File: src/rtl/swervolf_ram_arb.sv
// Two-master to one-slave AXI4 arbiter for the shared 64-bit RAM port.
// Read and write paths are arbitrated independently, one transaction in flight per path.
module swervolf_ram_arb #(
  parameter int ID_WIDTH = 4,
  parameter int AW       = 32,
  parameter int DW       = 64
) (
  input  logic                clk,
  input  logic                rstn,
  // master 0 (core)
  input  logic [ID_WIDTH-1:0] i_m0_awid,
  input  logic [AW-1:0]       i_m0_awaddr,
  input  logic [7:0]          i_m0_awlen,
  input  logic [2:0]          i_m0_awsize,
  input  logic [1:0]          i_m0_awburst,
  input  logic                i_m0_awvalid,
  output logic                o_m0_awready,
  input  logic [DW-1:0]       i_m0_wdata,
  input  logic [DW/8-1:0]     i_m0_wstrb,
  input  logic                i_m0_wlast,
  input  logic                i_m0_wvalid,
  output logic                o_m0_wready,
  output logic [ID_WIDTH-1:0] o_m0_bid,
  output logic [1:0]          o_m0_bresp,
  output logic                o_m0_bvalid,
  input  logic                i_m0_bready,
  input  logic [ID_WIDTH-1:0] i_m0_arid,
  input  logic [AW-1:0]       i_m0_araddr,
  input  logic [7:0]          i_m0_arlen,
  input  logic [2:0]          i_m0_arsize,
  input  logic [1:0]          i_m0_arburst,
  input  logic                i_m0_arvalid,
  output logic                o_m0_arready,
  output logic [ID_WIDTH-1:0] o_m0_rid,
  output logic [DW-1:0]       o_m0_rdata,
  output logic [1:0]          o_m0_rresp,
  output logic                o_m0_rlast,
  output logic                o_m0_rvalid,
  input  logic                i_m0_rready,
  // master 1 (DMA / loader)
  input  logic [ID_WIDTH-1:0] i_m1_awid,
  input  logic [AW-1:0]       i_m1_awaddr,
  input  logic [7:0]          i_m1_awlen,
  input  logic [2:0]          i_m1_awsize,
  input  logic [1:0]          i_m1_awburst,
  input  logic                i_m1_awvalid,
  output logic                o_m1_awready,
  input  logic [DW-1:0]       i_m1_wdata,
  input  logic [DW/8-1:0]     i_m1_wstrb,
  input  logic                i_m1_wlast,
  input  logic                i_m1_wvalid,
  output logic                o_m1_wready,
  output logic [ID_WIDTH-1:0] o_m1_bid,
  output logic [1:0]          o_m1_bresp,
  output logic                o_m1_bvalid,
  input  logic                i_m1_bready,
  input  logic [ID_WIDTH-1:0] i_m1_arid,
  input  logic [AW-1:0]       i_m1_araddr,
  input  logic [7:0]          i_m1_arlen,
  input  logic [2:0]          i_m1_arsize,
  input  logic [1:0]          i_m1_arburst,
  input  logic                i_m1_arvalid,
  output logic                o_m1_arready,
  output logic [ID_WIDTH-1:0] o_m1_rid,
  output logic [DW-1:0]       o_m1_rdata,
  output logic [1:0]          o_m1_rresp,
  output logic                o_m1_rlast,
  output logic                o_m1_rvalid,
  input  logic                i_m1_rready,
  // slave (memory)
  output logic [ID_WIDTH-1:0] o_s_awid,
  output logic [AW-1:0]       o_s_awaddr,
  output logic [7:0]          o_s_awlen,
  output logic [2:0]          o_s_awsize,
  output logic [1:0]          o_s_awburst,
  output logic                o_s_awvalid,
  input  logic                i_s_awready,
  output logic [DW-1:0]       o_s_wdata,
  output logic [DW/8-1:0]     o_s_wstrb,
  output logic                o_s_wlast,
  output logic                o_s_wvalid,
  input  logic                i_s_wready,
  input  logic [ID_WIDTH-1:0] i_s_bid,
  input  logic [1:0]          i_s_bresp,
  input  logic                i_s_bvalid,
  output logic                o_s_bready,
  output logic [ID_WIDTH-1:0] o_s_arid,
  output logic [AW-1:0]       o_s_araddr,
  output logic [7:0]          o_s_arlen,
  output logic [2:0]          o_s_arsize,
  output logic [1:0]          o_s_arburst,
  output logic                o_s_arvalid,
  input  logic                i_s_arready,
  input  logic [ID_WIDTH-1:0] i_s_rid,
  input  logic [DW-1:0]       i_s_rdata,
  input  logic [1:0]          i_s_rresp,
  input  logic                i_s_rlast,
  input  logic                i_s_rvalid,
  output logic                o_s_rready,
  // FSM state observation
  output logic [1:0]          o_dbg_wstate,
  output logic [1:0]          o_dbg_rstate
);

  // Handshakes: a beat transfers on the rising edge where valid and ready are both 1;
  // valid never depends on ready, and ready/valid are only passed to the granted master.

  typedef enum logic [1:0] {W_IDLE = 2'd0, W_ADDR = 2'd1, W_DATA = 2'd2, W_RESP = 2'd3} wstate_t;
  typedef enum logic [1:0] {R_IDLE = 2'd0, R_ADDR = 2'd1, R_DATA = 2'd2} rstate_t;

  wstate_t wstate, wstate_nxt;
  rstate_t rstate, rstate_nxt;
  logic    wgnt, wgnt_nxt, wlast_gnt, wlast_gnt_nxt;
  logic    rgnt, rgnt_nxt, rlast_gnt, rlast_gnt_nxt;

  // Contention goes to the master that was not served last.
  function automatic logic rr_pick(input logic req0, input logic req1, input logic last);
    if (req0 && req1) return ~last;
    return req1;
  endfunction

  logic [ID_WIDTH-1:0] sel_awid, sel_arid;
  logic [AW-1:0]       sel_awaddr, sel_araddr;
  logic [7:0]          sel_awlen, sel_arlen;
  logic [2:0]          sel_awsize, sel_arsize;
  logic [1:0]          sel_awburst, sel_arburst;
  logic                sel_awvalid, sel_arvalid;
  logic [DW-1:0]       sel_wdata;
  logic [DW/8-1:0]     sel_wstrb;
  logic                sel_wlast, sel_wvalid, sel_bready, sel_rready;

  assign sel_awid    = wgnt ? i_m1_awid    : i_m0_awid;
  assign sel_awaddr  = wgnt ? i_m1_awaddr  : i_m0_awaddr;
  assign sel_awlen   = wgnt ? i_m1_awlen   : i_m0_awlen;
  assign sel_awsize  = wgnt ? i_m1_awsize  : i_m0_awsize;
  assign sel_awburst = wgnt ? i_m1_awburst : i_m0_awburst;
  assign sel_awvalid = wgnt ? i_m1_awvalid : i_m0_awvalid;
  assign sel_wdata   = wgnt ? i_m1_wdata   : i_m0_wdata;
  assign sel_wstrb   = wgnt ? i_m1_wstrb   : i_m0_wstrb;
  assign sel_wlast   = wgnt ? i_m1_wlast   : i_m0_wlast;
  assign sel_wvalid  = wgnt ? i_m1_wvalid  : i_m0_wvalid;
  assign sel_bready  = wgnt ? i_m1_bready  : i_m0_bready;
  assign sel_arid    = rgnt ? i_m1_arid    : i_m0_arid;
  assign sel_araddr  = rgnt ? i_m1_araddr  : i_m0_araddr;
  assign sel_arlen   = rgnt ? i_m1_arlen   : i_m0_arlen;
  assign sel_arsize  = rgnt ? i_m1_arsize  : i_m0_arsize;
  assign sel_arburst = rgnt ? i_m1_arburst : i_m0_arburst;
  assign sel_arvalid = rgnt ? i_m1_arvalid : i_m0_arvalid;
  assign sel_rready  = rgnt ? i_m1_rready  : i_m0_rready;

  assign o_dbg_wstate = wstate;
  assign o_dbg_rstate = rstate;

  always_ff @(posedge clk or negedge rstn) begin
    if (!rstn) begin
      wstate    <= W_IDLE;
      wgnt      <= 1'b0;
      wlast_gnt <= 1'b1;
      rstate    <= R_IDLE;
      rgnt      <= 1'b0;
      rlast_gnt <= 1'b1;
    end else begin
      wstate    <= wstate_nxt;
      wgnt      <= wgnt_nxt;
      wlast_gnt <= wlast_gnt_nxt;
      rstate    <= rstate_nxt;
      rgnt      <= rgnt_nxt;
      rlast_gnt <= rlast_gnt_nxt;
    end
  end

  always_comb begin
    wstate_nxt    = wstate;
    wgnt_nxt      = wgnt;
    wlast_gnt_nxt = wlast_gnt;
    case (wstate)
      W_IDLE: if (i_m0_awvalid || i_m1_awvalid) begin
        wgnt_nxt   = rr_pick(i_m0_awvalid, i_m1_awvalid, wlast_gnt);
        wstate_nxt = W_ADDR;
      end
      W_ADDR: if (sel_awvalid && i_s_awready) wstate_nxt = W_DATA;
      W_DATA: if (sel_wvalid && i_s_wready && sel_wlast) wstate_nxt = W_RESP;
      W_RESP: if (i_s_bvalid && sel_bready) begin
        wstate_nxt    = W_IDLE;
        wlast_gnt_nxt = wgnt;
      end
      default: wstate_nxt = W_IDLE;
    endcase
  end

  always_comb begin
    o_s_awid = '0; o_s_awaddr = '0; o_s_awlen = '0; o_s_awsize = '0; o_s_awburst = '0;
    o_s_awvalid = 1'b0;
    o_s_wdata = '0; o_s_wstrb = '0; o_s_wlast = 1'b0; o_s_wvalid = 1'b0;
    o_s_bready = 1'b0;
    o_m0_awready = 1'b0; o_m1_awready = 1'b0;
    o_m0_wready  = 1'b0; o_m1_wready  = 1'b0;
    o_m0_bid = '0; o_m0_bresp = '0; o_m0_bvalid = 1'b0;
    o_m1_bid = '0; o_m1_bresp = '0; o_m1_bvalid = 1'b0;
    case (wstate)
      W_ADDR: begin
        o_s_awid     = sel_awid;
        o_s_awaddr   = sel_awaddr;
        o_s_awlen    = sel_awlen;
        o_s_awsize   = sel_awsize;
        o_s_awburst  = sel_awburst;
        o_s_awvalid  = sel_awvalid;
        o_m0_awready = ~wgnt & i_s_awready;
        o_m1_awready =  wgnt & i_s_awready;
      end
      W_DATA: begin
        o_s_wdata   = sel_wdata;
        o_s_wstrb   = sel_wstrb;
        o_s_wlast   = sel_wlast;
        o_s_wvalid  = sel_wvalid;
        o_m0_wready = ~wgnt & i_s_wready;
        o_m1_wready =  wgnt & i_s_wready;
      end
      W_RESP: begin
        o_s_bready = sel_bready;
        if (wgnt) begin
          o_m1_bid = i_s_bid; o_m1_bresp = i_s_bresp; o_m1_bvalid = i_s_bvalid;
        end else begin
          o_m0_bid = i_s_bid; o_m0_bresp = i_s_bresp; o_m0_bvalid = i_s_bvalid;
        end
      end
      default: ;
    endcase
  end

  always_comb begin
    rstate_nxt    = rstate;
    rgnt_nxt      = rgnt;
    rlast_gnt_nxt = rlast_gnt;
    case (rstate)
      R_IDLE: if (i_m0_arvalid || i_m1_arvalid) begin
        rgnt_nxt   = rr_pick(i_m0_arvalid, i_m1_arvalid, rlast_gnt);
        rstate_nxt = R_ADDR;
      end
      R_ADDR: if (sel_arvalid && i_s_arready) rstate_nxt = R_DATA;
      R_DATA: if (i_s_rvalid && sel_rready && i_s_rlast) begin
        rstate_nxt    = R_IDLE;
        rlast_gnt_nxt = rgnt;
      end
      default: rstate_nxt = R_IDLE;
    endcase
  end

  always_comb begin
    o_s_arid = '0; o_s_araddr = '0; o_s_arlen = '0; o_s_arsize = '0; o_s_arburst = '0;
    o_s_arvalid = 1'b0;
    o_s_rready = 1'b0;
    o_m0_arready = 1'b0; o_m1_arready = 1'b0;
    o_m0_rid = '0; o_m0_rdata = '0; o_m0_rresp = '0; o_m0_rlast = 1'b0; o_m0_rvalid = 1'b0;
    o_m1_rid = '0; o_m1_rdata = '0; o_m1_rresp = '0; o_m1_rlast = 1'b0; o_m1_rvalid = 1'b0;
    case (rstate)
      R_ADDR: begin
        o_s_arid     = sel_arid;
        o_s_araddr   = sel_araddr;
        o_s_arlen    = sel_arlen;
        o_s_arsize   = sel_arsize;
        o_s_arburst  = sel_arburst;
        o_s_arvalid  = sel_arvalid;
        o_m0_arready = ~rgnt & i_s_arready;
        o_m1_arready =  rgnt & i_s_arready;
      end
      R_DATA: begin
        o_s_rready = sel_rready;
        if (rgnt) begin
          o_m1_rid = i_s_rid; o_m1_rdata = i_s_rdata; o_m1_rresp = i_s_rresp;
          o_m1_rlast = i_s_rlast; o_m1_rvalid = i_s_rvalid;
        end else begin
          o_m0_rid = i_s_rid; o_m0_rdata = i_s_rdata; o_m0_rresp = i_s_rresp;
          o_m0_rlast = i_s_rlast; o_m0_rvalid = i_s_rvalid;
        end
      end
      default: ;
    endcase
  end

endmodule

File: config.mk
export PLATFORM = sky130hd
export DESIGN_NAME = swervolf_ram_arb
export DESIGN_NICKNAME = d
export VERILOG_FILES = /design/src/rtl/swervolf_ram_arb.sv
export SDC_FILE = /design/constraint.sdc
export NUM_CORES = 1
export LEC_CHECK = 0
export ABC_AREA = 1
export CORE_AREA = 4 4 305 307
export CTS_CLUSTER_SIZE = 40
export DETAILED_ROUTE_END_ITERATION = 10
export DIE_AREA = 0 0 309 311
export GPL_TIMING_DRIVEN = 0
export MAX_ROUTING_LAYER = met4
export PLACE_DENSITY_LB_ADDON = 0.12
export SLEW_MARGIN = 5
export SYNTH_ARGS = -nofsm -noshare
export SYNTH_HDL_FRONTEND = slang
export SYNTH_SLANG_ARGS = --single-unit
File: constraint.sdc
create_clock -name clk -period 2.2 [get_ports clk]
set_input_delay 0.55 -clock clk [delete_from_list [all_inputs] [get_ports clk]]
set_output_delay 0.55 -clock clk [all_outputs]
set_load 0.005 [all_outputs]
==> impl_metrics.json <==
{
  "seq_area_frac_synth_pct": 4.94,
  "grt_max_degree": 11,
  "wire_per_inst_um": 18.8,
  "num_vias": 9623,
  "cts_tree": "yes",
  "fmax_mhz": 414,
  "dp_cells": 2873,
  "finalCritPeriodShare_pct": 110,
  "final_design_area_no_fill_sq_mm": 0.0161,
  "hp-class": "register to register",
  "highest_layer": "met4",
  "cts-root-buf": "clkbuf_16",
  "slowest_delay_ns": 0.49,
  "worstPathCellList": "buf_12 > buf_16 > buf_4 > buf_6 > buf_6 > buf_6 > buf_6 > nand2_2 > a21oi_2 > buf_2",
  "violations": "negative setup slack",
  "synthTopCellsByCount": "nand2_1, a21oi_1, nor2_1",
  "fin_ws_ns": -0.215,
  "cpMostUsedCell": "buf_6",
  "arrival_ns": 1.86,
  "first_pass_iters": 4,
  "htreeDepth": 1,
  "overflow": 0,
  "final_nets": 2294,
  "cap_violations": 0,
  "syn_to_final_growth_pct": 292,
  "postLayoutCoreUtil_pct": 17.9,
  "drive_gt1_share_pct": 43.2,
  "ys_seq_elements": 8,
  "dr_wl_met2_um": 32000,
  "top_level_ports": 780,
  "totalWireLength_um": 57200,
  "critPathRequiredTime_ns": 1.65,
  "setup_viol": 63,
  "wl_met1_um": 19900,
  "ys_warn_count": 0,
  "skew_ns": 0.000279,
  "design.die.area_sq_mm": 0.0961,
  "fin_hold_ws_ns": 0.500,
  "criticalPathCategory": "register to output pin",
  "die_h_um": 311,
  "finalHoldViolCount": 0,
  "place_congestion": 0.811,
  "start_util_pct": 4.56,
  "clock-sinks": 8,
  "worstSetupStartpointType": "register",
  "clk_latency_ns": 0.24,
  "met3_length_um": 4710,
  "worst_path_max_delay_cell": "dfrtp_2",
  "synth_edf_count": 0,
  "numCtsBuffers": 3,
  "synth_cells": 918,
  "clkTransAtPathRegs_ns": 0.04,
  "dp_slack_ns": -1.04,
  "ir_drop_mv": 0.328,
  "rsz0062_at_grt": "yes",
  "clockBufferDepth": 2,
  "fin_cells": 3037,
  "antenna_found_initial": 10,
  "synth_top_area_share_pct": 32.8,
  "synth_cell_type_count": 26,
  "crit_family": "buffers and inverters",
  "power_density_mw_per_mm2": 907,
  "drc": 0,
  "critPathCaptureType": "output pin",
  "syn-num-nets": 1359,
  "p_leak_nw": 7.49,
  "grt_pass1_vias": 10200,
  "core_sq_mm": 0.0900,
  "path_buf_inv": 8,
  "yosys_most_used_dff": "dfrtp_1",
  "routed_via_density": 3.17,
  "grt_pass1_wl_um": 75400,
  "synth_top_cell_by_area": "nand2_1",
  "synthArstFlopShare_pct": 100,
  "cts_hold_buf": 0,
  "syn_area_sq_mm": 0.00410,
  "worstMarginPinSlew_ns": 0.572,
  "outcome": "finished with violations",
  "numPortBuffers": 779,
  "yosys.cell_count.top_type": "nand2_1",
  "num_rows": 110,
  "drt_iter0_drc": 286,
  "timing.setup.tns_ns": -4.35,
  "synth_top_cells_by_area": "nand2_1, a21oi_1, nor2_1",
  "postRouteAntennaNets": 0,
  "total_power_mw": 14.6,
  "min_period_ns": 2.41,
  "slew_headroom_pct": 61.8,
  "dp_hpwl_um": 46500,
  "die_x_um": 309,
  "crit_fanout": 6,
  "grt_util_all_layers_pct": 11.1,
  "slew_violations": 0,
  "place_area_sq_mm": 0.0134,
  "syn_area_per_cell_sq_um": 4.47
}
==> metal layers <==
layer  global-route usage [%]  vias up
met3                     3.44       24
met1                     10.7     4434
met4                     1.28        0
met5                        -        -
met2                     22.2      453
li1                         -     4712
==> tightest hold or removal path: cells and delay by family (launching register included) <==
family             cells  cell delay [ns]
DFF                    1             0.36
AOI/OAI and AO/OA      2             0.13
==> layout by cell type (no fill, tap or decap), types with 3 or more instances in the layout <==
master           instances
nor2_4                  49
clkdlybuf4s15_1          5
clkdlybuf4s15_2          4
dfrtp_2                  5
clkbuf_16               15
buf_6                   91
nand3_1                  4
nor3_1                   3
clkbuf_8                 7
dlymetal6s2s_1          12
clkbuf_2               120
nand2_4                 16
diode_2                 10
nand2_1                320
o21ai_0                  6
buf_2                  156
nand2_8                  7
buf_4                   63
buf_12                  34
dlygate4sd2_1           15
buf_8                   31
inv_1                   92
nand2_2                 30
clkbuf_4                 3
a21oi_1                 64
a21oi_2                 89
ha_4                     3
a21oi_4                 23
nor2_1                  85
clkdlybuf4s50_1        436
buf_16                   6
nor2_2                  30
inv_4                    3
==> logic make-up (layout without fill, tap and decap cells) <==
kind of cell / after synthesis / in the layout / synth area share, %
and+or+nand+nor: 549 / 552 / 51.7
AOI/OAI and AO/OA: 186 / 186 / 23.9
buffers and inverters: 170 / 1100 / 18.0
DFF: 8 / 8 / 4.94
adders and majority gates: 5 / 5 / 1.53
other: 0 / 10 / 0
==> state kept, by name, indices dropped and copies added (netlist names) <==
signal,flops
wlast_gnt,1
o_dbg_wstate,2
o_dbg_rstate,2
wgnt,1
rlast_gnt,1
rgnt,1
==> path summary, 6_finish.rpt <==
path,start,to,slack (ns),cells past startpoint
max,wgnt,o_s_awaddr[31],-0.21,10
min,wlast_gnt,wlast_gnt,0.50,2
max reg2reg,o_dbg_rstate[0],o_dbg_rstate[1],0.70,9
min reg2reg,wlast_gnt,wlast_gnt,0.50,2
max in group asynchronous,rstn,o_dbg_wstate[1],1.11,1
min in group asynchronous,rstn,o_dbg_rstate[1],0.67,1
==> report_power, final <==
group          switching, mW  total [mW]  leakage (nW)  internal [mW]
sequential             0.101       0.340        0.0890          0.239
combinational           6.98        13.9          7.37           6.93
clock                 0.0972       0.334        0.0370          0.237
total                   7.18        14.6          7.49           7.40
==> final cells by class <==
cell class / count / area (sq um)
Antenna cell: 10 / 25.0
Buffer: 64 / 1010
Clock buffer: 3 / 75.1
Fill cell: 10400 / 73900
Inverter: 100 / 413
Multi-Input combinational cell: 743 / 4510
Sequential cell: 8 / 209
Tap cell: 1176 / 1470
Timing Repair Buffer: 931 / 8340
Timing Repair inverter: 2 / 22.5
==> what timing repair did <==
action,CTS,global route
pin swaps,21,54
buffers inserted,72,72
cloned,13,11
setup endpoints to repair,340,320
resized for setup,1017,855
(Power assumes the default switching activity.)
